--- config.mk ---
export PLATFORM = sky130hd
export DESIGN_NAME = wave_oscillator
export DESIGN_NICKNAME = d
export VERILOG_FILES = /design/src/rtl/wave_oscillator.sv
export SDC_FILE = /design/constraint.sdc
export NUM_CORES = 1
export LEC_CHECK = 0
export BUFFER_PORTS_ARGS = -buffer_cell sky130_fd_sc_hd__buf_2
export CORE_MARGIN = 5
export CORE_UTILIZATION = 59
export CTS_CLUSTER_SIZE = 24
export DETAILED_ROUTE_END_ITERATION = 8
export GPL_ROUTABILITY_DRIVEN = 0
export GPL_TIMING_DRIVEN = 0
export PLACE_DENSITY_LB_ADDON = 0.12
export SLEW_MARGIN = 10
export SYNTH_ARGS = -nofsm -noshare
export SYNTH_HDL_FRONTEND = slang
export SYNTH_SLANG_ARGS = --single-unit
--- constraint.sdc ---
create_clock -name clk -period 4.7 [get_ports clk]
set_clock_uncertainty 0.05 [all_clocks]
set_input_delay 0.94 -clock clk [delete_from_list [all_inputs] [get_ports clk]]
set_output_delay 0.94 -clock clk [all_outputs]
set_load 0.005 [all_outputs]
--- src/rtl/wave_oscillator.sv ---
// Phase-accumulator oscillator: saw-up/down, triangle and square from one DDS accumulator.
// Optional glitch-free mode/duty switching at phase wrap under WAVE_OSC_SYNC_SWITCH_EN.
module wave_oscillator #(
  parameter int unsigned OUT_W = 8,
  parameter int unsigned ACC_W = 24
) (
  input  logic             clk,
  input  logic             reset_n,
  input  logic             enable,
  input  logic [ACC_W-1:0] ftw_in,
  input  logic             ftw_load,
  input  logic [1:0]       mode,
  input  logic [OUT_W-1:0] duty,
  input  logic             sync,
  output logic [OUT_W-1:0] wave_out,
  output logic             wrap
);

  localparam int unsigned SUM_W = ACC_W + 1;

  logic [ACC_W-1:0] acc_q, acc_d;
  logic [ACC_W-1:0] ftw_q, ftw_d;
  logic [1:0]       mode_q, mode_d;
  logic [OUT_W-1:0] duty_q, duty_d;
  logic [OUT_W-1:0] wave_q, wave_d;
  logic             wrap_q, wrap_d;
  logic [SUM_W-1:0] sum_c;
  logic [1:0]       mode_use_c;
  logic [OUT_W-1:0] duty_use_c;

`ifdef WAVE_OSC_SYNC_SWITCH_EN
  logic [1:0]       mode_pend_q;
  logic [OUT_W-1:0] duty_pend_q;
  logic             switch_c;
`endif

  // Map an accumulator value onto one output sample for the given mode and duty.
  function automatic logic [OUT_W-1:0] shape(input logic [ACC_W-1:0] a,
                                              input logic [1:0]       m,
                                              input logic [OUT_W-1:0] d);
    logic [OUT_W-1:0] p;
    logic [OUT_W-1:0] t;
    p = a[ACC_W-1 -: OUT_W];
    t = {p[OUT_W-2:0], 1'b0};
    case (m)
      2'b00:   shape = p;
      2'b01:   shape = ~p;
      2'b10:   shape = p[OUT_W-1] ? ~t : t;
      default: shape = (p < d) ? {OUT_W{1'b1}} : {OUT_W{1'b0}};
    endcase
  endfunction

  assign sum_c = SUM_W'(acc_q) + SUM_W'(ftw_q);

`ifdef WAVE_OSC_SYNC_SWITCH_EN
  // Pending shape settings take over only on a wrap or sync edge.
  assign switch_c   = sync | (enable & sum_c[ACC_W]);
  assign mode_use_c = switch_c ? mode_pend_q : mode_q;
  assign duty_use_c = switch_c ? duty_pend_q : duty_q;
`else
  assign mode_use_c = mode_q;
  assign duty_use_c = duty_q;
`endif

  always_comb begin
    acc_d  = acc_q;
    wave_d = wave_q;
    wrap_d = 1'b0;
    ftw_d  = ftw_load ? ftw_in : ftw_q;
`ifdef WAVE_OSC_SYNC_SWITCH_EN
    mode_d = mode_use_c;
    duty_d = duty_use_c;
`else
    mode_d = mode;
    duty_d = duty;
`endif
    if (sync) begin
      acc_d  = '0;
      wave_d = shape('0, mode_use_c, duty_use_c);
    end else if (enable) begin
      acc_d  = sum_c[ACC_W-1:0];
      wrap_d = sum_c[ACC_W];
      wave_d = shape(sum_c[ACC_W-1:0], mode_use_c, duty_use_c);
    end
  end

  always_ff @(posedge clk or negedge reset_n) begin
    if (!reset_n) begin
      acc_q  <= '0;
      ftw_q  <= '0;
      mode_q <= '0;
      duty_q <= '0;
      wave_q <= '0;
      wrap_q <= 1'b0;
    end else begin
      acc_q  <= acc_d;
      ftw_q  <= ftw_d;
      mode_q <= mode_d;
      duty_q <= duty_d;
      wave_q <= wave_d;
      wrap_q <= wrap_d;
    end
  end

`ifdef WAVE_OSC_SYNC_SWITCH_EN
  always_ff @(posedge clk or negedge reset_n) begin
    if (!reset_n) begin
      mode_pend_q <= '0;
      duty_pend_q <= '0;
    end else begin
      mode_pend_q <= mode;
      duty_pend_q <= duty;
    end
  end
`endif

  assign wave_out = wave_q;
  assign wrap     = wrap_q;

endmodule

==> run metrics, run 1 <==
total power of the final layout=2.05 mW; Stages on worst setup path=16; sequential fraction of the synthesis area=0.399; total vias in the final route=3445; global-route wire length before repair=16300 um; Crit Reg-Reg Startpoint=acc_q[12]; diode count=0; Max Buffers Root-to-Sink=2; area share of the largest cell type after synthesis=0.399; I/O Buffers=45; headroom to the max-slew limit=0.487; cell row count=30; static leakage=2.28 nW; total clock sinks=67; pin count of the biggest net entering global routing=41; Hold WC Path Type=primary input to async pin; number of enable flip-flop cells after synthesis=0; number of remaining DRC errors=0; placed cells=563; TritonCTS clock tree=built; top library cells by usage in the layout, fill and taps aside=sky130_fd_sc_hd__dfrtp_1, sky130_fd_sc_hd__nor2_1, sky130_fd_sc_hd__buf_2; Die Footprint=8910 um2; most used routing layer=met2; cell family contributing the most delay on the critical path=compound AO/OA/AOI/OAI gates; via count of the first global-routing pass=3386; post-detailed-route wirelength per cell=16.8 um; CTS HTree Levels=3; Syn Nets=491; IO Count=48; Distinct cells, synth=54; Setup TNS=0 ps; width of the die=94.4 um; max-slew violation total from the final report=0; worst setup path startpoint=acc_q[12]; top achievable clock speed=0.223 GHz; share of async-settable or async-resettable flops after synthesis=1.00; Cell Count, Final, Fillers Out=578; cell at the root of the clock tree=sky130_fd_sc_hd__clkbuf_8; effective utilization at floorplan=0.612; Yosys top cell by area=sky130_fd_sc_hd__dfrtp_1; met2 global-route usage=0.394; most frequently used flop master after synthesis=sky130_fd_sc_hd__dfrtp_1; height of the die=94.4 um; Total Routed Length=9700 um; number of fillers in the final layout=559; layout net count=549; power per unit of standard cell area=428 nW/um2; maximum single-stage delay on the critical path=390 ps; logic depth of the worst register-to-register path=16; combined global-route utilization of all metal layers=0.234; count of endpoints failing setup in the final report=0; Detail Placement HPWL=7230 um; count of buffering cells on the critical path with inverters included=1; worst endpoint required time=4890 ps; number of vias per cell=5.96; initial antenna violation count=0; number of warnings printed during yosys synthesis=0; hold violation count in the final report=0; CP max stage cell=sky130_fd_sc_hd__dfrtp_1; worst supply voltage drop on vdd=0.000229 V; share of cells above drive strength 1=0.210; count of TritonRoute iterations in the first routing pass=4; clock slew seen by the registers of the worst setup and hold paths=70 ps; met1 routing resource usage after global routing=0.296; CP startpoint kind=flop; most area-consuming cells after synthesis=sky130_fd_sc_hd__dfrtp_1, sky130_fd_sc_hd__ha_1, sky130_fd_sc_hd__mux2_2; number of instances in the synthesized netlist=421; clock latency at the later pin of the worst-skew pair=350 ps; post-synthesis cell area=4200 um2; Max FO, Critical Path=10; core outline area=6870 um2; worst reg-to-reg setup slack=230 ps; signal arrival time at the worst endpoint=4670 ps; overall overflow remaining after global route=0; worst reg2reg endpoint=wave_out[0]; setup repair after global routing missed its margin=yes; final core occ=0.697; leading cell type in the layout, fill and taps excluded=sky130_fd_sc_hd__dfrtp_1; part of the cycle the worst path needs=0.952; ordered list of cells on the worst path=ha_2, a211o_1, a2111oi_4, o32a_2, o311ai_2, a221oi_2, xnor2_2, buf_6, ha_1, and4_1, a211oi_1, nand2_1, a221oi_1, nand2b_1, a211oi_2, o31ai_1; total CTS buffers=9; Crit Path Class=flop to flop; reported max-cap violation count=0; Post-CTS Hold Buffers=0; DR iter-0 viols=224; Yosys reg bits=67; slew at the pin with the worst max-slew slack=769 ps; number of nets still failing antenna checks after routing=0; Mean Syn Cell Area=9.98 um2; status=finished, final reports clean; nature of the critical path endpoint=flop; Tmin final=4470 ps; Synth-to-Final Area Change=14.0%; hold_ws=461 ps; met3 track demand over resource in global routing=0.0566
-- worst register-to-register path, cell delays in order (launching register included) --
cell,delay [ps]
sky130_fd_sc_hd__dfrtp_1,390
sky130_fd_sc_hd__ha_2,330
sky130_fd_sc_hd__a211o_1,370
sky130_fd_sc_hd__a2111oi_4,340
sky130_fd_sc_hd__o32a_2,230
sky130_fd_sc_hd__o311ai_2,160
sky130_fd_sc_hd__a221oi_2,330
sky130_fd_sc_hd__xnor2_2,200
sky130_fd_sc_hd__buf_6,220
sky130_fd_sc_hd__ha_1,250
sky130_fd_sc_hd__and4_1,220
sky130_fd_sc_hd__a211oi_1,240
sky130_fd_sc_hd__nand2_1,110
sky130_fd_sc_hd__a221oi_1,380
sky130_fd_sc_hd__nand2b_1,230
sky130_fd_sc_hd__a211oi_2,70
sky130_fd_sc_hd__o31ai_1,250
-- worst max path at each step --
| stage | endpoint | slack (ps) |
|---|---|---|
| 2_1_floorplan | wave_out[0] | 740 |
| 3_3_place_gp | wave_out[4] | 150 |
| 3_5_place_dp | wave_out[4] | 30 |
| 4_1_cts | wave_out[0] | 100 |
| 5_1_grt | wave_out[0] | -20 |
| 6_report | wave_out[0] | 230 |
-- per-layer routing --
layer  wire (um)  part of all wire  up-vias
met5           0                 0        -
met2        4860              0.50       97
met1        4100              0.42     1668
li1            -                 -     1658
met4         242             0.025        0
met3         497             0.051       22
-- state kept, by name (all words and copies together), names as in the netlist --
register,cells
acc_q,24
wrap,1
ftw_q,24
wave_out,8
duty_q,8
mode_q,2
-- power breakdown --
part,internal (mW),switching [mW],total (mW),leakage [nW]
registers,0.654,0.0480,0.702,0.825
clock network,0.252,0.212,0.464,0.0950
logic,0.389,0.495,0.884,1.36
-- metrics by stage --
step,cell area (um2),setup WS [ps]
after floorplan,4200,745
after global placement,4550,151
after detailed placement,4570,29.3
after CTS,4760,103
after global routing,4790,-23.4
final,4790,225
-- logic make-up (layout without fill, tap and decap cells) --
kind of cell / after synthesis / after routing / synth area share
xor gates and xnor gates: 27 / 27 / 0.0581
DFF: 67 / 67 / 0.399
buffers and inverters: 36 / 97 / 0.0339
and+or+nand+nor: 107 / 107 / 0.118
AOI/OAI and AO/OA: 115 / 115 / 0.200
muxes: 38 / 38 / 0.0973
adders and majority gates: 31 / 31 / 0.0941
-- layout make-up --
cell class              instances  area (um2)  area share
flip-flops and latches         67        1680       0.350
clock buffers                  11         141      0.0295
inverters                      22        82.6      0.0172
repair buffers                 47         255      0.0533
clock inverters                 3        40.0     0.00836
multi-input cells             318        2410       0.504
plain buffers                  14        60.1      0.0125
well taps                      96         120      0.0251
-- synth_stat cells (4+ instances only) --
cell                        n
sky130_fd_sc_hd__clkbuf_1  10
sky130_fd_sc_hd__nand2b_1   4
sky130_fd_sc_hd__a21o_1    10
sky130_fd_sc_hd__nand4_1    5
sky130_fd_sc_hd__ha_1      30
sky130_fd_sc_hd__nor2_1    50
sky130_fd_sc_hd__and3_1     5
sky130_fd_sc_hd__a31oi_1    4
sky130_fd_sc_hd__inv_1     21
sky130_fd_sc_hd__dfrtp_1   67
sky130_fd_sc_hd__nand2_1   16
sky130_fd_sc_hd__a211oi_1  11
sky130_fd_sc_hd__o21ai_0   14
sky130_fd_sc_hd__o21a_1     7
sky130_fd_sc_hd__nor3_1     6
sky130_fd_sc_hd__xnor2_1   15
sky130_fd_sc_hd__a21oi_1   23
sky130_fd_sc_hd__mux2i_1   15
sky130_fd_sc_hd__o211ai_1   5
sky130_fd_sc_hd__o31ai_1    8
sky130_fd_sc_hd__mux2_2    23
sky130_fd_sc_hd__nor2b_1    7
sky130_fd_sc_hd__nand3_1    7
sky130_fd_sc_hd__xor2_1    11
-- repair_timing --
item | in CTS | in global routing
pin swaps | 0 | 2
resized for setup | 1 | 5
setup buffers | 0 | 1
endpoints found under the setup margin | 1 | 7
No activity file was read; power rests on OpenSTA's default activity.
==> inputs of run 2 (changes only) <==
Settings changed: ABC_CLOCK_PERIOD_IN_PS from default to 5400, CORE_UTILIZATION 59 to 62.
Clock period 4.7 ns to 5.4 ns, I/O delays scaled along.
==> run 2 against run 1 <==
  * First-iteration DRC count fell by 18%
  * Critical endpoint is now wave_out[1]
  * Final cell count down 2.9%
  * Core utilization increased by 0.70 points
  * Design area is 1.8% lower
  * Via count shrank 2.6%
  * Flip-flop and latch count unchanged
  * Worst hold slack improved by 4.0 ps
  * Largest power group unchanged
  * Routed wire length shrank 3.4%
  * Clock-buffer cell count up 1
  * Global-route usage is 0.056 points lower
  * Die area shrank 4.3%
  * Sequential power down 13%
==> run metrics, run 2 (synthesis results as in run 1) <==
status=finished, final reports clean; count of TritonRoute iterations in the first routing pass=4; Max Buffers Root-to-Sink=2; total CTS buffers=9; clock slew seen by the registers of the worst setup and hold paths=70 ps; largest registers=acc_q x24, ftw_q x24; Die Footprint=8520 um2; power per unit of standard cell area=373 nW/um2; total vias in the final route=3354; slew at the pin with the worst max-slew slack=820 ps; core outline area=6680 um2; Setup TNS=0 ps; CP startpoint kind=flop; nature of the critical path endpoint=flop; share of cells above drive strength 1=0.191; DRT met1 WL=4200 um; via count of the first global-routing pass=3370; leading cell type in the layout, fill and taps excluded=sky130_fd_sc_hd__dfrtp_1; CTS HTree Levels=3; signal arrival time at the worst endpoint=4930 ps; height of the die=92.3 um; worst endpoint required time=5540 ps; IO Count=48; count of endpoints failing setup in the final report=0; post-detailed-route wirelength per cell=16.7 um; number of stages on the worst hold path=1; cell row count=30; reported max-cap violation count=0; I/O Buffers=45; area occupied by registers=1680 um2; top library cells by usage in the layout, fill and taps aside=sky130_fd_sc_hd__dfrtp_1, sky130_fd_sc_hd__nor2_1, sky130_fd_sc_hd__buf_2; TritonCTS clock tree=built; headroom to the max-slew limit=0.453; overall overflow remaining after global route=0; Tmin final=4790 ps; width of the die=92.3 um; Post-CTS Hold Buffers=0; post-CTS setup buffer count=0; number of vias per cell=5.98; worst setup slack after placement=704 ps; Crit Reg-Reg Startpoint=acc_q[0]; top sig layer=met4; global-route wire length before repair=15900 um; DR iter-0 viols=184; hold violation count in the final report=0; area occupied by multi-input gates=2380 um2; number of instances resized during post-cts repair=0; Synth-to-Final Area Change=12.0%; worst reg-to-reg setup slack=610 ps; Detail Placement HPWL=7000 um; met3 WL=358 um; logic depth of the worst register-to-register path=18; cell at the root of the clock tree=sky130_fd_sc_hd__clkbuf_8; total clock sinks=67; Max FO, Critical Path=6; diode count=0; hold_ws=465 ps; max-slew violation total from the final report=0; worst supply voltage drop on vdd=0.000223 V; origin of the worst min-delay path=ftw_q[21]; Hold WC Path Type=flop to flop; number of remaining DRC errors=0; initial antenna violation count=0; effective utilization at floorplan=0.629; Total Routed Length=9370 um; layout net count=547; pin count of the biggest net entering global routing=68; static leakage=2.26 nW; top achievable clock speed=0.209 GHz; Crit Path Class=flop to flop; part of the cycle the worst path needs=0.886; setup repair after global routing missed its margin=no; number of fillers in the final layout=523; worst reg2reg endpoint=wave_out[1]; worst-case setup margin in the final layout=614 ps; clock latency at the later pin of the worst-skew pair=340 ps; number of nets still failing antenna checks after routing=0; met2 WL=4650 um; capture endpoint of the worst hold path=ftw_q[21]; combined global-route utilization of all metal layers=0.234
run 2: cell types whose count changed in the layout (fill, tap and decap cells not counted), sizes merged:
cell,change
clkbuf,+1
buf,-2
run 2: per-layer routing:
metal | vias to the layer above | track usage
li1 | 1646 | -
met1 | 1611 | 0.297
met2 | 81 | 0.404
met3 | 16 | 0.0528
met4 | 0 | 0.0582
met5 | - | 0
run 2: final cells by class:
| class | count | share of cell area |
|---|---|---|
| Buffer | 14 | 0.0128 |
| Inverter | 22 | 0.0175 |
| Clock buffer | 12 | 0.0287 |
| Sequential cell | 67 | 0.356 |
| Tap cell | 80 | 0.0213 |
| Timing Repair Buffer | 45 | 0.0484 |
| Multi-Input combinational cell | 318 | 0.507 |
| Clock inverter | 3 | 0.00851 |
run 2: critical path, stage by stage (launching register included):
cell                       delay (ps)
sky130_fd_sc_hd__dfrtp_1          350
sky130_fd_sc_hd__ha_1             210
sky130_fd_sc_hd__inv_1             70
sky130_fd_sc_hd__fa_1             380
sky130_fd_sc_hd__nor2b_1          210
sky130_fd_sc_hd__o31ai_1          140
sky130_fd_sc_hd__a31o_2           310
sky130_fd_sc_hd__a211oi_1         410
sky130_fd_sc_hd__a311oi_1         190
sky130_fd_sc_hd__a211oi_2         400
sky130_fd_sc_hd__inv_1            120
sky130_fd_sc_hd__ha_1             320
sky130_fd_sc_hd__and4_1           230
sky130_fd_sc_hd__nand2_1           90
sky130_fd_sc_hd__a211o_1          230
sky130_fd_sc_hd__a211oi_1         210
sky130_fd_sc_hd__a221oi_1         140
sky130_fd_sc_hd__a21oi_1          430
sky130_fd_sc_hd__o31ai_1          160
run 2: stage by stage:
step	total power [mW]	utilization	area (um2)	cells
floorplan	1.18	-	4200	421
global placement	1.33	0.678	4530	546
detailed placement	1.36	0.678	4530	546
CTS	1.75	0.704	4710	561
global route	1.88	0.704	4710	561
finish	1.75	0.704	4710	561
run 2: how the worst max path moves through the flow:
stage | start | to | slack (ps) | depth (start not counted)
global placement | ftw_q[0] | wave_out[0] | 870 | 19
detailed placement | ftw_q[0] | wave_out[1] | 700 | 18
finish | acc_q[0] | wave_out[1] | 610 | 18
global route | acc_q[0] | wave_out[1] | 410 | 18
floorplan | acc_q[12] | wave_out[0] | 1440 | 17
CTS | acc_q[0] | wave_out[1] | 690 | 18
run 2: report_power, final:
group	total (mW)	switching, mW	internal, mW	leakage, nW
Combinational	0.749	0.423	0.327	1.34
Sequential	0.611	0.0420	0.569	0.825
Clock	0.394	0.184	0.210	0.0902
Total	1.75	0.648	1.11	2.26
==> inputs of run 3 (changes only) <==
Settings changed: ABC_CLOCK_PERIOD_IN_PS 5400 to default, CORE_UTILIZATION 62 to 59.
Clock period 5.4 ns to 5.2 ns, I/O delays scaled along.
==> run 3 against run 2 <==
  * Global-route usage about the same
  * Combinational power rose by 4.0%
  * Critical path depth grew 1
==> run metrics, run 3 (synthesis results as in run 1) <==
status=finished, final reports clean; number of vias per cell=5.89; layout net count=548; count of TritonRoute iterations in the first routing pass=5; CP max stage cell=sky130_fd_sc_hd__a211oi_1; combinational group share of total power=0.425; number of nets still failing antenna checks after routing=0; width of the die=94.4 um; initial antenna violation count=0; Crit Reg-Reg Startpoint=ftw_q[0]; headroom to the max-slew limit=0.480; number of instances resized during post-cts repair=0; I/O Buffers=45; post-CTS setup buffer count=0; ordered list of cells on the worst path=ha_1, inv_1, fa_1, nor2b_1, o31ai_1, a31o_2, a211oi_1, a311oi_1, a211oi_2, inv_1, ha_1, and4_1, nand2_1, a211o_1, a211oi_1, a221oi_1, nand2b_1, a211oi_1, o31ai_1; DR iter-0 viols=192; nature of the critical path endpoint=flop; static leakage=2.27 nW; Post-CTS Hold Buffers=0; slew at the pin with the worst max-slew slack=780 ps; clock power share=0.229; switching part of the total power=0.368; TritonCTS clock tree=built; total clock sinks=67; core outline area=6870 um2; final design instance area without fill=4750 um2; largest registers=acc_q x24, ftw_q x24; capture endpoint of the worst hold path=ftw_q[21]; number of stages on the worst hold path=1; CP dominant cell by count=sky130_fd_sc_hd__a211oi_1; Crit Path Class=flop to flop; height of the die=94.4 um; post-detailed-route wirelength per cell=16.7 um; Synth-to-Final Area Change=13.1%; power per unit of standard cell area=386 nW/um2; maximum single-stage delay on the critical path=430 ps; total power of the final layout=1.83 mW; worst reg2reg endpoint=wave_out[0]; global-route wire length before repair=16300 um; worst supply voltage drop on vdd=0.000212 V; IO Count=48; Max Buffers Root-to-Sink=2; Die Footprint=8910 um2; cell row count=30; overall overflow remaining after global route=0; leading cell type in the layout, fill and taps excluded=sky130_fd_sc_hd__dfrtp_1; part of the cycle the worst path needs=0.913; Total Routed Length=9620 um; hold violation count in the final report=0; CTS HTree Levels=3; share of cells above drive strength 1=0.195; reported max-cap violation count=0; Int Power=1.16 mW; logic depth of the worst register-to-register path=19; Detail Placement HPWL=7230 um; clock slew seen by the registers of the worst setup and hold paths=70 ps; origin of the worst min-delay path=ftw_q[21]; worst endpoint required time=5350 ps; signal arrival time at the worst endpoint=4900 ps; cell at the root of the clock tree=sky130_fd_sc_hd__clkbuf_8; top library cells by usage in the layout, fill and taps aside=sky130_fd_sc_hd__dfrtp_1, sky130_fd_sc_hd__nor2_1, sky130_fd_sc_hd__buf_2; Tmin final=4750 ps; pin count of the biggest net entering global routing=41; P_sw=0.675 mW; CP startpoint kind=flop; effective utilization at floorplan=0.612; total vias in the final route=3397; via count of the first global-routing pass=3384; Hold WC Path Type=flop to flop; Max FO, Critical Path=6; total CTS buffers=9; clock latency at the later pin of the worst-skew pair=340 ps; post-place instance area=4570 um2; max-slew violation total from the final report=0; diode count=0; top achievable clock speed=0.211 GHz; combined global-route utilization of all metal layers=0.234; Sequential Power Share=0.346; number of remaining DRC errors=0; count of endpoints failing setup in the final report=0; setup repair after global routing missed its margin=no; worst reg-to-reg setup slack=450 ps; Setup TNS=0 ps
[run 3: area by class of cell]
| type | instances | area (um2) |
|---|---|---|
| Tap cell | 96 | 120 |
| Buffer | 14 | 60.1 |
| Clock buffer | 11 | 141 |
| Multi-Input combinational cell | 318 | 2380 |
| Timing Repair Buffer | 46 | 248 |
| Inverter | 22 | 82.6 |
| Clock inverter | 3 | 40.0 |
| Fill cell | 561 | 2120 |
| Sequential cell | 67 | 1680 |
[run 3: through the flow]
step	util	hold WS [ps]	cells	worst slack, ps
floorplan	-	421	421	1240
global placement	0.662	449	562	651
detailed placement	0.665	454	563	529
CTS	0.692	471	577	491
global route	0.692	485	577	109
finish	0.692	466	577	452
[run 3: worst max-delay path: cells and delay by family (launching register included)]
family                   cells  cell delay (ps)
adder cells (fa/ha/maj)      3              900
buffers and inverters        2              200
flip-flops                   1              360
AO/OA/AOI/OAI               10             2380
AND/OR/NAND/NOR              4              700
[run 3: per-layer routing]
metal | global-route usage | part of all wire | vias to the layer above
li1 | - | - | 1654
met2 | 0.394 | 0.49 | 86
met3 | 0.0566 | 0.048 | 17
met1 | 0.295 | 0.44 | 1640
met5 | 0 | 0 | -
met4 | 0.0806 | 0.020 | 0
[run 3: power by group through the flow]
| stage | clock network (mW) | registers, mW | logic [mW] |
|---|---|---|---|
| 2_1_floorplan | 0 | 0.632 | 0.595 |
| 3_3_place_gp | 0 | 0.641 | 0.738 |
| 3_5_place_dp | 0 | 0.644 | 0.768 |
| 4_1_cts | 0.424 | 0.635 | 0.775 |
| 5_1_grt | 0.456 | 0.642 | 0.863 |
| 6_report | 0.420 | 0.634 | 0.779 |
[run 3: how the worst max path moves through the flow]
stage | start | endpoint | slack (ps) | depth (start not counted)
after floorplan | acc_q[12] | wave_out[0] | 1240 | 17
after global placement | ftw_q[0] | wave_out[4] | 650 | 18
after detailed placement | ftw_q[0] | wave_out[4] | 530 | 18
after CTS | ftw_q[0] | wave_out[0] | 490 | 19
after global routing | ftw_q[0] | wave_out[0] | 110 | 19
final | ftw_q[0] | wave_out[0] | 450 | 19
